==> config.mk <==
export PLATFORM = sky130hd
export DESIGN_NAME = button_event_gen_flat
export DESIGN_NICKNAME = d
export VERILOG_FILES = /design/src/rtl/button_event_gen_pkg.sv /design/src/rtl/button_event_gen_if.sv /design/src/rtl/button_event_gen_btn_edge_detect.sv /design/src/rtl/button_event_gen.sv /design/src/flat_wrapper.sv
export SDC_FILE = /design/constraint.sdc
export NUM_CORES = 1
export LEC_CHECK = 0
export BUFFER_PORTS_ARGS = -buffer_cell sky130_fd_sc_hd__buf_2
export CAP_MARGIN = 10
export CORE_UTILIZATION = 40
export CTS_BUF_LIST = sky130_fd_sc_hd__clkbuf_16
export CTS_CLUSTER_DIAMETER = 120
export DETAILED_ROUTE_END_ITERATION = 8
export PLACE_DENSITY_LB_ADDON = 0.05
export SLEW_MARGIN = 20
export SYNTH_ARGS = -nofsm -noshare
export SYNTH_HDL_FRONTEND = slang
export SYNTH_SLANG_ARGS = --single-unit
==> constraint.sdc <==
create_clock -name clk -period 2 [get_ports clk]
set_input_delay 0 -clock clk [delete_from_list [all_inputs] [get_ports clk]]
set_output_delay 0 -clock clk [all_outputs]
set_load 0.05 [all_outputs]
==> src/rtl/button_event_gen_pkg.sv <==
`default_nettype none
// ============================================================================
// Module  : joystick_pkg
// Purpose : Types and timing constants shared by the joystick-interface
//           blocks. Holds the button FSM state type, the default 100 MHz
//           timing constants and a small max helper.
// Ports   : none (package)
// Revision: 1.0 - initial release
// ============================================================================
package joystick_pkg;

    typedef enum logic [1:0] {
        IDLE    = 2'd0,
        PRESSED = 2'd1,
        HELD    = 2'd2
    } btn_state_t;

    // Default timings at a 10 ns clock period.
    localparam int HOLD_500MS   = 50_000_000;
    localparam int REPEAT_100MS = 10_000_000;

    function automatic int max_int(input int a, input int b);
        return (a > b) ? a : b;
    endfunction

endpackage
`default_nettype wire

==> src/rtl/button_event_gen_if.sv <==
`default_nettype none
// ============================================================================
// Module  : button_event_gen_if
// Purpose : Signal bundle between a debounced button source and the event
//           generator.
// Ports   : btn_in, repeat_en           - source -> generator
//           press/release/click/hold/repeat pulses, held - generator -> user
//           master modport: the side driving the button level
//           slave  modport: the event generator
// Revision: 1.0 - initial release
// ============================================================================
interface button_event_gen_if;

    logic btn_in;
    logic repeat_en;
    logic press_pulse;
    logic release_pulse;
    logic click_pulse;
    logic hold_pulse;
    logic repeat_pulse;
    logic held;

    modport master (
        output btn_in, repeat_en,
        input  press_pulse, release_pulse, click_pulse,
               hold_pulse, repeat_pulse, held
    );

    modport slave (
        input  btn_in, repeat_en,
        output press_pulse, release_pulse, click_pulse,
               hold_pulse, repeat_pulse, held
    );

endinterface
`default_nettype wire

==> src/rtl/button_event_gen_btn_edge_detect.sv <==
`default_nettype none
// ============================================================================
// Module  : btn_edge_detect
// Purpose : Registers a synchronous level and flags its rising and falling
//           edges combinationally. Reusable for any joystick line.
// Ports   : clk      - system clock
//           reset_n  - asynchronous active-low reset
//           btn_in   - level, synchronous to clk
//           rise     - btn_in high now, low last cycle
//           fall     - btn_in low now, high last cycle
// Revision: 1.0 - initial release
// ============================================================================
module btn_edge_detect (
    input  wire logic clk,
    input  wire logic reset_n,
    input  wire logic btn_in,
    output logic      rise,
    output logic      fall
);

    logic r_btn_q;

    // Clearing r_btn_q in reset makes a button already held at reset
    // release look like a fresh press.
    always_ff @(posedge clk or negedge reset_n) begin
        if (!reset_n) begin
            r_btn_q <= 1'b0;
        end else begin
            r_btn_q <= btn_in;
        end
    end

    assign rise = btn_in & ~r_btn_q;
    assign fall = ~btn_in & r_btn_q;

endmodule
`default_nettype wire

==> src/rtl/button_event_gen.sv <==
`default_nettype none
// ============================================================================
// Module  : button_event_gen
// Purpose : Turns a debounced button level into single-cycle events:
//           press, release, short click, long-press hold and auto-repeat
//           while held. All outputs are registered (1-cycle latency).
// Ports   : clk      - system clock
//           reset_n  - asynchronous active-low reset
//           bus      - button_event_gen_if.slave (btn_in, repeat_en in;
//                      event pulses and held level out)
// Params  : HOLD_CYCLES   - press length for a long hold (>= 2)
//           REPEAT_CYCLES - auto-repeat period while held (>= 2)
//           CNT_W         - derived counter width, leave at default
// Revision: 1.0 - initial release
// ============================================================================
module button_event_gen
    import joystick_pkg::*;
#(
    parameter int HOLD_CYCLES   = HOLD_500MS,
    parameter int REPEAT_CYCLES = REPEAT_100MS,
    parameter int CNT_W         = $clog2(max_int(HOLD_CYCLES, REPEAT_CYCLES))
) (
    input  wire logic         clk,
    input  wire logic         reset_n,
    button_event_gen_if.slave bus
);

    localparam logic [CNT_W-1:0] c_hold_last   = CNT_W'(HOLD_CYCLES - 1);
    localparam logic [CNT_W-1:0] c_repeat_last = CNT_W'(REPEAT_CYCLES - 1);
    localparam logic [CNT_W-1:0] c_cnt_one     = CNT_W'(1);

    logic       w_rise;
    logic       w_fall;

    btn_state_t       r_state;
    logic [CNT_W-1:0] r_cnt;
    logic             r_press;
    logic             r_release;
    logic             r_click;
    logic             r_hold;
    logic             r_repeat;
    logic             r_held;

    btn_edge_detect u_edge (
        .clk     (clk),
        .reset_n (reset_n),
        .btn_in  (bus.btn_in),
        .rise    (w_rise),
        .fall    (w_fall)
    );

    // Pulses default low every cycle; each branch raises at most the pulses
    // belonging to its transition, so press never coincides with any other
    // pulse and click never with hold/repeat.
    always_ff @(posedge clk or negedge reset_n) begin
        if (!reset_n) begin
            r_state   <= IDLE;
            r_cnt     <= '0;
            r_press   <= 1'b0;
            r_release <= 1'b0;
            r_click   <= 1'b0;
            r_hold    <= 1'b0;
            r_repeat  <= 1'b0;
            r_held    <= 1'b0;
        end else begin
            r_press   <= 1'b0;
            r_release <= 1'b0;
            r_click   <= 1'b0;
            r_hold    <= 1'b0;
            r_repeat  <= 1'b0;
            case (r_state)
                IDLE: begin
                    if (w_rise) begin
                        r_state <= PRESSED;
                        r_cnt   <= '0;
                        r_press <= 1'b1;
                    end
                end
                PRESSED: begin
                    // A release on the threshold cycle is still a click.
                    if (w_fall) begin
                        r_state   <= IDLE;
                        r_cnt     <= '0;
                        r_release <= 1'b1;
                        r_click   <= 1'b1;
                    end else if (r_cnt == c_hold_last) begin
                        r_state <= HELD;
                        r_cnt   <= '0;
                        r_hold  <= 1'b1;
                        r_held  <= 1'b1;
                    end else begin
                        r_cnt <= r_cnt + c_cnt_one;
                    end
                end
                HELD: begin
                    if (w_fall) begin
                        r_state   <= IDLE;
                        r_cnt     <= '0;
                        r_release <= 1'b1;
                        r_held    <= 1'b0;
                    end else if (r_cnt == c_repeat_last) begin
                        // Wrap regardless of repeat_en so the repeat phase
                        // is unaffected by toggling the enable.
                        r_cnt    <= '0;
                        r_repeat <= bus.repeat_en;
                    end else begin
                        r_cnt <= r_cnt + c_cnt_one;
                    end
                end
                default: begin
                    r_state <= IDLE;
                    r_cnt   <= '0;
                    r_held  <= 1'b0;
                end
            endcase
        end
    end

    assign bus.press_pulse   = r_press;
    assign bus.release_pulse = r_release;
    assign bus.click_pulse   = r_click;
    assign bus.hold_pulse    = r_hold;
    assign bus.repeat_pulse  = r_repeat;
    assign bus.held          = r_held;

endmodule
`default_nettype wire

==> src/flat_wrapper.sv <==
// flat-port wrapper written by rule: the top's interface ports become plain ports
module button_event_gen_flat import joystick_pkg::*;
#(
    parameter int HOLD_CYCLES   = HOLD_500MS,
    parameter int REPEAT_CYCLES = REPEAT_100MS,
    parameter int CNT_W         = $clog2(max_int(HOLD_CYCLES, REPEAT_CYCLES))
)
  (clk, reset_n, bus_btn_in, bus_repeat_en, bus_press_pulse, bus_release_pulse, bus_click_pulse, bus_hold_pulse, bus_repeat_pulse, bus_held);
  button_event_gen_if bus_i ();
  input  wire logic clk;
  input  wire logic reset_n;
  input wire logic [$bits(bus_i.btn_in)-1:0] bus_btn_in;
  input wire logic [$bits(bus_i.repeat_en)-1:0] bus_repeat_en;
  output wire logic [$bits(bus_i.press_pulse)-1:0] bus_press_pulse;
  output wire logic [$bits(bus_i.release_pulse)-1:0] bus_release_pulse;
  output wire logic [$bits(bus_i.click_pulse)-1:0] bus_click_pulse;
  output wire logic [$bits(bus_i.hold_pulse)-1:0] bus_hold_pulse;
  output wire logic [$bits(bus_i.repeat_pulse)-1:0] bus_repeat_pulse;
  output wire logic [$bits(bus_i.held)-1:0] bus_held;
  assign bus_i.btn_in = bus_btn_in;
  assign bus_i.repeat_en = bus_repeat_en;
  assign bus_press_pulse = bus_i.press_pulse;
  assign bus_release_pulse = bus_i.release_pulse;
  assign bus_click_pulse = bus_i.click_pulse;
  assign bus_hold_pulse = bus_i.hold_pulse;
  assign bus_repeat_pulse = bus_i.repeat_pulse;
  assign bus_held = bus_i.held;
  button_event_gen #(.HOLD_CYCLES(HOLD_CYCLES), .REPEAT_CYCLES(REPEAT_CYCLES), .CNT_W(CNT_W)) u_core (.clk(clk), .reset_n(reset_n), .bus(bus_i));
endmodule
[After elaboration in Yosys (flattened, before gate mapping)]
Cells that the tools add are included.
Storage, ports and cells
  bits in registers: 35
  latch bits: 0
  bits in writable memories: 0
  bits in read-only memories: 0
  bits of input ports: 4
  output and inout bits: 6
  memories kept: 0
Operators by class
  $add $sub $neg: 1
  multipliers: 0
  divide/modulo/power cells: 0
  magnitude comparators: 0
  equality and inequality tests: 9
  shift operators: 0
  multiplexer cells: 26
  bitwise gates (word level): 5
  reductions and logical operators: 4
Operators by type and width (number)
  $mux W26: 5
  $pmux W26 S3: 1
  $add A26 B1 Y26 const B: 1
  $eq A26 B24 Y1 const B: 1
  $eq A26 B26 Y1 const B: 1
  $mux W1: 14
  $mux W2: 4
  $ne A2 B2 Y1 const B: 3
  $pmux W2 S3: 1
  $reduce_and A4 Y1: 1
  $ne A3 B2 Y1 const B: 1
  $not A1 Y1: 3
  $pmux W1 S3: 1
  $reduce_and A3 Y1: 1
  $and A1 B1 Y1: 2
  $eq A2 B1 Y1 const B: 1
  $eq A2 B2 Y1 const B: 1
  $logic_not A2 Y1: 1
  $ne A2 B1 Y1 const B: 1
  $reduce_or A2 Y1: 1

[Longest topological paths before layout]
  word-level depth: 4
  depth in mapped cells: 8

[Modules after synthesis]
From an unflattened synthesis, not the netlist that was laid out.
Second synthesis, totals
  cell total of the unflattened synthesis: 220
  area, all modules: 1995.7 sq um
By module, submodules not included
  button_event_gen: instances 1, cells each 217, area an instance 1955.6 sq um, seq. area each 850.8 sq um
  btn_edge_detect: instances 1, cells each 3, area an instance 40.0 sq um, seq. area each 25.0 sq um

[Worst setup path before layout]
OpenSTA, ideal clock, no wires.
  path type: reg2reg
  start point: register u_core.r_cnt[21]
  end point: register u_core.r_cnt[11]
  setup time: 0.141 ns
  data arrival time: 1.873 ns
  slack: -0.015 ns
  cell stages (with the launch flop): 7
  buffers on the path: 1
  period minus slack after synthesis: 2.015 ns
  cell sequence: dfrtp_1 or4b_1 nor4_2 a21boi_2 o21ai_4 buf_12 a21oi_2
On the way
  word-level cells in the longest chain between the ends: 4
  elaborated cells on any way between the ends: 7
  those cells by class: eq/ne (2); mux (5)
RTL lines
  from (decl): RTL line button_event_gen.sv:36  | logic [CNT_W-1:0] r_cnt;
  from (signal assigned): RTL line button_event_gen.sv:92  | r_cnt <= r_cnt + c_cnt_one;
  from (signal assigned): RTL line button_event_gen.sv:107  | r_cnt <= r_cnt + c_cnt_one;
  $eq A26 B24 Y1 / $eq A26 B26 Y1 (equally long branches): RTL line button_event_gen.sv:101, button_event_gen.sv:86
  $mux W26 (on tied branches): RTL line button_event_gen.sv:101, button_event_gen.sv:86
  $mux W26 (on tied branches): RTL line button_event_gen.sv:96, button_event_gen.sv:81
  $pmux W26 S3 (*): RTL line button_event_gen.sv:71  | case (r_state)
Mark *: on every way between the ends. The rest lies on a longest branch, timed or not.
A chain may end at the register's enable or synchronous reset.

[Worst setup path in the final report]
  start point: register u_core.r_cnt[16]
  end point: register u_core.r_cnt[19]
On the way
  word-level cells in the longest chain between the ends: 4
  elaborated cells on any way between the ends: 8
  those cells by class: add/sub (1); eq/ne (2); mux (5)
RTL lines (RTL line)
  $add A26 B1 Y26, or another cell as far along: button_event_gen.sv:92, button_event_gen.sv:107
  $mux W26 (on tied branches): button_event_gen.sv:101, button_event_gen.sv:86
  $mux W26 (on tied branches): button_event_gen.sv:96, button_event_gen.sv:81
  $pmux W26 S3 (*): button_event_gen.sv:71
Marks and branches as above.

==> summary.md <==
| Metric | Value |
|---|---|
| Outcome | `finished, violations left` |
| Failing checks | `negative setup slack` |
| Overflow left after global routing | `0` |
| Drt initial violations | `103` |
| Routed vias/inst | `5.31` |
| Number of DRC violations after detailed routing | `0` |
| Number of synthesized flops with an enable pin | `0` |
| Cell breakdown of the critical path | `or4_4, nor4_4, buf_4, a21boi_2, o21ai_4, clkbuf_16, a21oi_1` |
| Transition time of the tightest slew-check pin | `0.763 ns` |
| Total power | `2.18 mW` |
| Placed wire-length estimate | `3.47 mm` |
| Number of iterations in the first detailed-routing pass | `4` |
| Worst-path maximum fanout | `10` |
| Total die area | `5320 um^2` |
| Hold Crit Class | `input pin to async pin` |
| Inserted Clock Buffers | `5` |
| Top-level I/O count | `10` |
| Net count of the finished layout | `261` |
| Maximum single-stage delay on the critical path | `0.54 ns` |
| Placeable Area | `4790 um^2` |
| Commonest cells after routing, fill and taps aside | `35 x dfrtp_1, 32 x buf_4, 21 x nand2_1, 13 x a21oi_1, 12 x nand3_1` |
| Clk Tree Root Cell | `clkbuf_16` |
| Growth of design area from synthesis to finish | `30.2%` |
| Routed length per instance | `15.4 um` |
| Sequential fraction of the synthesis area | `0.435` |
| Most common cell after layout, fill and taps aside | `dfrtp_1` |
| Largest net degree at the start of global routing | `36` |
| Netlist area before placement | `2010 um^2` |
| Die Height | `72.9 um` |
| Post-route minimum period | `2.03 ns` |
| Port Buffer Count | `9` |
| Clock Skew | `0.00403 ns` |
| Synth area leader | `dfrtp_1` |
| Data required time at the worst endpoint | `2.16 ns` |
| Overall die width | `72.9 um` |
| Fillers | `425` |
| Number of nets with antenna violations after routing | `0` |
| Number of different library cells in the post-synthesis netlist | `43` |
| Gr usage total | `0.204` |
| Syn avg cell area | `9.77 um^2` |
| LEAKAGE | `1.07 nW` |
| Cell types occupying the most area after synthesis | `dfrtp_1 44%, xnor2_1 4.8%, a21oi_2 3.9%` |
| Dominant register cell in the synthesized netlist | `dfrtp_1` |
| Global-route wire length before repair | `8.16 mm` |
| Peak Freq | `0.492 GHz` |
| Number of antenna violations at the first check in global routing | `0` |
| Maximum buffer depth of the clock tree | `2` |
| Clock input transition at the sequential cells of the worst setup and hold paths | `0.06 ns` |
| Max-cap violations | `0` |
| Max-slew headroom | `0.491` |
| Deepest level of the CTS H-tree | `2` |
| Final setup violation count | `15` |
| Setup slack after layout | `-0.0322 ns` |
| Smallest hold slack | `0.347 ns` |
| Area after detailed placement | `2350 um^2` |
| Setup Crit Path Kind | `flop to flop` |
| Layout Cell Area excl Fill | `2620 um^2` |
| Unrepaired setup endpoints after global routing | `true` |
| Final critical-path share of the clock period | `1.02` |
| Routed via count | `1703` |
| Worst path slowest cell | `or4_4` |
| Sort of element at the end of the critical path | `flop` |
| Worst ir drop on vdd | `493 uV` |
| Signal arrival time at the worst endpoint | `2.19 ns` |
| Synth Instances | `206` |
| Final weighted congestion of routability-driven global placement | `0.914` |
| Final max-slew violation count | `0` |
| Number of global-route vias before repair | `1644` |
| Nets in the synthesized netlist | `214` |
| Area fraction of the dominant cell type after synthesis | `0.435` |
| Post-detailed-routing wire length | `4.95 mm` |
| Initial core utilization | `0.420` |
| Antenna cells | `0` |
| CP startpoint kind | `flop` |
| Flip-flop and latch count after synthesis | `35` |
| Worst-Skew Late Latency | `0.28 ns` |
| CTS tree | `yes` |
| Layout cell share with drive strength beyond 1 | `0.291` |
| Number of placement rows | `25` |
| Power density of the placed cells | `832 nW/um^2` |
| Number of clock sinks seen by CTS | `35` |
| Proportion of register bits with asynchronous set or reset after synthesis | `1.00` |
| Count of synthesis-stage warnings from yosys | `0` |
| Final-report hold violation count | `0` |
-- power breakdown --
group          switching (mW)  internal, mW  leakage [nW]
clock                   0.283         0.580        0.0812
combinational           0.362         0.207         0.506
sequential             0.0141         0.734         0.484
-- registers in the layout, summed over array words and instances, names as in the netlist --
register,cells
u_core.r_cnt,26
u_core.r_state,2
u_core.bus.click_pulse,1
u_core.bus.held,1
u_core.bus.hold_pulse,1
u_core.bus.press_pulse,1
u_core.bus.release_pulse,1
u_core.bus.repeat_pulse,1
u_core.u_edge.r_btn_q,1
-- synthesized netlist by cell type, types with 2 or more instances --
library cell,instances
a21oi_1,13
a21oi_2,9
and2_1,4
and3_1,5
and4_1,3
clkbuf_1,4
dfrtp_1,35
ha_1,4
inv_1,6
nand2_1,21
nand2b_1,4
nand3_1,12
nand4_1,8
nor2_1,9
nor3_1,10
nor4_1,4
nor4b_1,2
o211ai_1,8
o21ai_0,4
o21ai_2,2
xnor2_1,11
xor2_1,7
-- repair_timing --
| item | in CTS | in global routing |
|---|---|---|
| buffers inserted | 0 | 1 |
| endpoints found under the setup margin | 10 | 26 |
| resized for setup | 2 | 7 |
| gates cloned | 0 | 1 |
| pin swaps | 0 | 0 |
| hold buffers | 3 | 0 |
| endpoints found under the hold margin | 37 | 0 |
-- per-stage QoR --
stage | instances | setup slack [ns] | TNS (ns) | util
after floorplan | 206 | 0.0171 | 0 | -
after global placement | 308 | 0.0281 | 0 | 0.491
after detailed placement | 308 | -0.0427 | -0.0956 | 0.491
after CTS | 319 | 0.00761 | 0 | 0.534
after global routing | 321 | -0.0753 | -1.17 | 0.547
final | 321 | -0.0322 | -0.235 | 0.547
-- path summary, 6_finish.rpt --
path | from | to | slack, ns | cells past startpoint
max in group asynchronous | reset_n | u_core.r_cnt[18] | 1.17 | 2
worst max register to register | u_core.r_cnt[16] | u_core.r_cnt[19] | -0.03 | 7
worst min register to register | u_core.r_state[0] | u_core.r_state[0] | 0.54 | 2
worst min-delay path | reset_n | u_core.r_cnt[25] | 0.35 | 2
min in group clk | bus_btn_in | u_core.u_edge.r_btn_q | 0.41 | 2
worst max-delay path | u_core.r_cnt[16] | u_core.r_cnt[19] | -0.03 | 7
-- worst max-delay path: cells and delay by family, from the launching register on --
| family | cells | cell delay, ns |
|---|---|---|
| simple gates | 2 | 0.69 |
| buf+inv | 2 | 0.41 |
| compound gates | 3 | 0.41 |
| flops | 1 | 0.41 |
-- area by class of cell --
type	count	area, um^2	area share
timing repair buffer	47	372	0.142
clock inverter	3	38.8	0.0148
multi-input combinational	158	1100	0.421
sequential	35	876	0.334
clock buffer	5	125	0.0478
tap	67	83.8	0.0320
inverter	6	22.5	0.00860
-- layer usage --
layer / vias up / track usage / part of all wire
met3: 6 / 0.0525 / 0.040
li1: 850 / - / -
met1: 811 / 0.285 / 0.50
met2: 36 / 0.303 / 0.45
met4: 0 / 0.0741 / 0.016
met5: - / 0 / 0
-- logic make-up after synthesis --
kind of cell	Yosys count	synth area share
simple gates	91	0.256
fa+ha+maj	4	0.0249
buf+inv	13	0.0367
compound gates	44	0.164
mux	1	0.00498
flops	35	0.435
xor+xnor	18	0.0784
Note: power is estimated with default switching activity, not from simulation.
